**config.mk**
```make
export PLATFORM = sky130hd
export DESIGN_NAME = counter_driver
export DESIGN_NICKNAME = d
export VERILOG_FILES = /design/src/rtl/counter_driver_pkg.sv /design/src/rtl/counter_driver.sv
export SDC_FILE = /design/constraint.sdc
export NUM_CORES = 1
export LEC_CHECK = 0
export ABC_AREA = 1
export CAP_MARGIN = 25
export CORE_MARGIN = 8
export CORE_UTILIZATION = 30
export DETAILED_ROUTE_END_ITERATION = 8
export PLACE_DENSITY_LB_ADDON = 0.1
export SYNTH_ARGS = -nofsm -noshare
export SYNTH_HDL_FRONTEND = slang
export SYNTH_SLANG_ARGS = --single-unit
```
**constraint.sdc**
```tcl
create_clock -name clk -period 2.85 [get_ports clk]
set_input_delay 0.57 -clock clk [delete_from_list [all_inputs] [get_ports clk]]
set_output_delay 0.57 -clock clk [all_outputs]
set_load 0.05 [all_outputs]
```
**src/rtl/counter_driver_pkg.sv**
```systemverilog
// Shared types for the counter driver: command opcodes, FSM states, default width.
package counter_driver_pkg;

    localparam int DEFAULT_WIDTH = 8;

    typedef enum logic [1:0] {
        OP_NOP   = 2'b00,
        OP_LOAD  = 2'b01,
        OP_INC   = 2'b10,
        OP_CHECK = 2'b11
    } op_e;

    typedef enum logic [2:0] {
        S_IDLE,
        S_LOAD,
        S_INC,
        S_SETTLE,
        S_RESP
    } state_e;

endpackage

```
**src/rtl/counter_driver.sv**
```systemverilog
// Drives an external counter from a command stream, tracks the value it should hold
// and reports the sampled counter value with a mismatch flag.
module counter_driver
    import counter_driver_pkg::*;
#(
    parameter int WIDTH = DEFAULT_WIDTH
) (
    input  logic             clk,
    input  logic             rst,
    input  logic             cmd_valid,
    output logic             cmd_ready,
    input  logic [1:0]       cmd_op,
    input  logic [WIDTH-1:0] cmd_data,
    output logic [WIDTH-1:0] ctr_data_in,
    output logic             ctr_ld,
    output logic             ctr_inc,
    input  logic [WIDTH-1:0] ctr_q,
    output logic             rsp_valid,
    input  logic             rsp_ready,
    output logic [WIDTH-1:0] rsp_q,
    output logic             rsp_err
);

    state_e           state;
    state_e           state_nxt;
    op_e              op_q;
    logic [WIDTH-1:0] data_q;
    logic [WIDTH-1:0] rem_q;
    logic [WIDTH-1:0] model_q;
    logic             accept;
    logic             settle_err;

    assign accept = cmd_valid && cmd_ready;

    always_ff @(posedge clk) begin
        if (!rst) state <= S_IDLE;
        else      state <= state_nxt;
    end

    always_comb begin
        state_nxt = state;
        case (state)
            S_IDLE: begin
                if (accept) begin
                    case (op_e'(cmd_op))
                        OP_LOAD: state_nxt = S_LOAD;
                        OP_INC:  state_nxt = (cmd_data != '0) ? S_INC : S_SETTLE;
                        default: state_nxt = S_SETTLE;
                    endcase
                end
            end
            S_LOAD:   state_nxt = S_SETTLE;
            S_INC:    if (rem_q == WIDTH'(1)) state_nxt = S_SETTLE;
            S_SETTLE: state_nxt = S_RESP;
            S_RESP:   if (rsp_ready) state_nxt = S_IDLE;
            default:  state_nxt = S_IDLE;
        endcase
    end

    always_comb begin
        cmd_ready   = 1'b0;
        ctr_ld      = 1'b0;
        ctr_inc     = 1'b0;
        ctr_data_in = '0;
        rsp_valid   = 1'b0;
        case (state)
            S_IDLE: cmd_ready = rst;
            S_LOAD: begin
                ctr_ld      = 1'b1;
                ctr_data_in = data_q;
            end
            S_INC:  ctr_inc   = 1'b1;
            S_RESP: rsp_valid = 1'b1;
            default: ;
        endcase
    end

    // CHECK compares against the operand; LOAD/INC against the tracked model value.
    always_comb begin
        settle_err = 1'b0;
        case (op_q)
            OP_LOAD, OP_INC: settle_err = (ctr_q != model_q);
            OP_CHECK:        settle_err = (ctr_q != data_q);
            default:         settle_err = 1'b0;
        endcase
    end

    always_ff @(posedge clk) begin
        if (!rst) begin
            op_q    <= OP_NOP;
            data_q  <= '0;
            rem_q   <= '0;
            model_q <= '0;
            rsp_q   <= '0;
            rsp_err <= 1'b0;
        end else begin
            case (state)
                S_IDLE: begin
                    if (accept) begin
                        op_q   <= op_e'(cmd_op);
                        data_q <= cmd_data;
                        rem_q  <= cmd_data;
                    end
                end
                S_LOAD: model_q <= data_q;
                S_INC: begin
                    model_q <= model_q + WIDTH'(1);
                    rem_q   <= rem_q - WIDTH'(1);
                end
                S_SETTLE: begin
                    rsp_q   <= ctr_q;
                    rsp_err <= settle_err;
                end
                default: ;
            endcase
        end
    end

endmodule

```
After elaboration in Yosys (flattened, before gate mapping)
Cells that the tools add are included.

cells by class
  eq/ne operators = 15
  add/subtract/negate cells = 2
  reductions and logical operators = 9
  mux-type cells = 15

operators by type and width
  kind                                                  count
  one-hot mux 8 bit (2 select lines)                    2
  two-way mux 8 bit                                     2
  != test 8 bit                                         2
  one-hot mux 3 bit (5 select lines)                    1
  two-way mux 3 bit                                     3
  adder 8 x 1 -> 8 bit (second input constant)          1
  equality test 8 x 1 -> 1 bit (second input constant)  1
  nonzero test 8 bit                                    1
  subtractor 8 x 1 -> 8 bit (second input constant)     1
  equality test 2 bit (second input constant)           3
  equality test 3 x 2 -> 1 bit (second input constant)  2
  != test 2 bit (second input constant)                 3
  two-way mux 1 bit                                     5
  equality test 2 x 1 -> 1 bit (second input constant)  2
  one-hot mux 2 bit (2 select lines)                    1
  AND reduction 2 bit                                   2
  nonzero test 2 bit                                    2
  equality test 3 x 1 -> 1 bit (second input constant)  1
  equality test 3 bit (second input constant)           1
  logical NOT 3 bit                                     1
  AND reduction 3 bit                                   1
  one-hot mux 1 bit (2 select lines)                    1
  OR reduction 2 bit                                    1
  logical AND 1 bit                                     1

word-level totals
  word-level logic and storage cells = 48
  input bits = 22
  bits in registers = 38
  output and inout bits = 21

Longest topological paths before layout
  word-level depth = 5
  depth in mapped cells = 11
  gate-level depth less buffers = 11

Least setup slack after synthesis
No wires, ideal clock.

  path type = register to output
  start point = register state[2]
  end point = output port ctr_data_in[1]
  data arrival time = 1.409 ns
  data required time = 2.280 ns
  path buffers = 1
  setup slack = 0.871 ns
  cell stages (with the launch flop) = 5
  path through = dfxtp_1 inv_1 nand3_1 buf_2 nor2_1

on the way
  cells in the longest elaborated chain, start to end = 2

RTL lines
  element                       line                  RTL
  start: declaration            counter_driver.sv:24  state_e state;
  start signal: assignment      counter_driver.sv:37  else state <= state_nxt;
  equality test 3 x 1 -> 1 bit  counter_driver.sv:66  case (state)
  two-way mux 8 bit             counter_driver.sv:66
  end: declaration              counter_driver.sv:14  output logic [WIDTH-1:0] ctr_data_in,

No other way between the ends.

Worst setup path after layout
  start point = register state[2]
  end point = output port ctr_data_in[0]

The elaborated chain is that of the path after synthesis.

==> results.md <==
- Yosys reg bits: 38
- Peak Freq: 405 MHz
- Leak pwr: 1.20 nW
- Synth warn: 0
- Starting density of the core: 0.304
- Worst Setup Start Kind: flop
- Pwr dens: 751 nW/um2
- Clk buf depth: 2
- Ranking of synthesized cells by area: dfxtp_1 (35%), nand2_1 (14%), nor2_1 (8.7%)
- Die Height: 101 um
- Diodes inserted: 0
- Number of I/O pins: 43
- Crit path DAT: 1.90 ns
- Clock Pin Slew Worst Setup and Hold Paths: 0.08 ns
- TritonCTS clock tree: yes
- Post-CTS Setup Repair Bufs: 0
- Critical path type: reg2out
- Worst Clk Skew: 0.00182 ns
- Area added between synthesis and finish: 28.5%
- Hold Buf Count CTS: 0
- RSZ-0062 raised after global routing: false
- Residual DRC: 0
- Synth Instances: 338
- Post-layout min period: 2.47 ns
- Cells resized by post-CTS repair: 0
- Clk sink count: 38
- Setup crit end kind: output pin
- Synth Net Count: 366
- Most frequent cells in the layout: nand2_1 (83), nor2_1 (50), inv_1 (43)
- Area of the mapped netlist: 2160 um2
- Pin count of the biggest net entering global routing: 27
- CTS Buf Count: 5
- First-pass GRT wire length: 10700 um
- DRT Pass-1 Iters: 4
- Row count: 31
- CP Buf/Inv Count: 2
- Async set or reset register ratio after synthesis: 0
- Max-slew violations: 0
- Crit path max fanout: 5
- Die area: 10200 um2
- Worst reg2reg startpoint: op_q[1]
- CP top delay family: buffers and inverters
- Avg Synthesized Cell Area: 6.39 um2
- Setup tns final: 0 ns
- CP Launch Point: state[2]
- Die Wd: 101 um
- Overall fraction of global-route tracks in use: 0.134
- Relative slew slack: 0.661
- Worst-margin pin slew: 0.507 ns
- Slowest cell delay on critical path: 0.82 ns
- Critical Path, Cell by Cell: inv_1 -> nand3_1 -> nor2_1 -> clkdlybuf4s50_1
- Hold Vio Cnt, Final: 0
- Final Net Count: 411
- GPL Wtd Cong: 0.849
- Maximum vdd drop: 0.000454 V
- R2r setup slk: 1.17 ns
- Initial antenna violation count: 0
- PortBufs: 42
- Worst hold margin: 0.473 ns
- Netlist cell types: 31
- Stages on worst setup path: 4
- Number of synthesized flops with an enable pin: 0
- Worst-Skew Late Latency: 0.30 ns
- Post-DR vias/cell: 4.55
- Register area share after synthesis: 0.352
- HP Class: reg2reg
- Primary FF master, synth: dfxtp_1
- Initial drt markers: 79
- Reg2reg path depth: 11
- Top cell type's share of synthesized area: 0.352
- MaxCap Viol Count: 0
- Antenna Nets Post-Route: 0
- CORE AREA: 7100 um2
- Routed wire per std cell: 13.4 um
- H-Tree Depth: 2
- Worst reg2reg path endpoint: rsp_err
- Share of cells above drive strength 1: 0.0757
- WL final: 6470 um
- Clock Root Buffer: clkbuf_8
- Total global routing overflow: 0
- Commonest non-fill, non-tap cell in the layout: nand2_1
- Final Cycle Share: 0.867
- Synth area leader: dfxtp_1
- Critical Path Sink: ctr_data_in[0]
- Worst path required time: 2.28 ns
- Status: complete, no violations
- Dpl hpwl: 4940 um
- Vias in the first global route: 2188
- Slowest library cell on the worst path: clkdlybuf4s50_1
- Final setup fails: 0
- Vias post-DR: 2195
sequential cells by signal, summed over array words and instances, names as in the netlist:
name	count
rem_q	8
state	3
rsp_err	1
data_q	8
model_q	8
op_q	2
rsp_q	8
cell usage after synthesis, drive strengths merged (2+ instances only):
library cell   n
a31oi          5
ha             6
clkinv         2
o21ai         24
buf            6
nor2          53
a21oi         22
clkbuf         3
dfxtp         38
nand3b         7
xor2           4
nor3           4
nand3         23
inv           46
nand2         86
o31ai          2
through the flow:
stage / total power, mW / cell area [um2] / cells / worst slack, ns / util
2_1_floorplan: 1.44 / 2160 / 338 / 0.871 / -
3_5_place_dp: 1.74 / 2700 / 475 / 0.704 / 0.380
6_report: 2.09 / 2780 / 482 / 0.378 / 0.391
4_1_cts: 2.11 / 2780 / 482 / 0.377 / 0.391
5_1_grt: 2.26 / 2780 / 482 / 0.215 / 0.391
3_3_place_gp: 1.73 / 2700 / 475 / 0.731 / 0.380
layout make-up:
class	instances	area (um2)
fill	779	4320
multi-input combinational	243	1180
sequential	38	761
timing repair buffer	47	455
inverter	48	181
tap	99	124
clock buffer	5	68.8
clock inverter	2	10.0
worst min path at each step:
stage / slack (ns) / to / from / depth (start not counted)
2_1_floorplan: 0.44 / rem_q[4] / rem_q[4] / 2
4_1_cts: 0.47 / rem_q[4] / rem_q[4] / 2
5_1_grt: 0.50 / rem_q[4] / rem_q[4] / 2
6_report: 0.47 / rem_q[4] / rem_q[4] / 2
3_3_place_gp: 0.46 / rem_q[4] / rem_q[4] / 2
3_5_place_dp: 0.46 / rem_q[4] / rem_q[4] / 2
power breakdown:
part	switching [mW]	leakage, nW	internal [mW]
clock network	0.198	0.0438	0.164
logic	0.636	0.848	0.353
registers	0.101	0.310	0.634
total	0.935	1.20	1.15
logic make-up after synthesis:
group,Yosys count,share of synthesized area
buffers and inverters,57,0.103
flip-flops,38,0.352
XOR/XNOR,4,0.0162
AND/OR/NAND/NOR,175,0.349
adder cells (fa/ha/maj),6,0.0347
AO/OA/AOI/OAI,58,0.145
worst register-to-register path, cell delays in order, from the launching register on:
cell and delay [ns]:
dfxtp_1 0.60, nand2_1 0.30, nand2_1 0.18, nand2_1 0.06, nand2_1 0.06, nand2_1 0.04, inv_1 0.04, nand2_1 0.04
nor2_1 0.07, nand2_1 0.05, nand2_1 0.05, a21oi_1 0.05
metal layers:
metal	up-vias	GRT usage	routed length [um]	part of all wire
met5	-	0	0	0
met4	0	0.0453	82	0.013
met3	7	0.0283	233	0.036
met2	33	0.237	3170	0.49
met1	987	0.155	2980	0.46
li1	1168	-	-	-
Power figures use the tool's default switching activity.
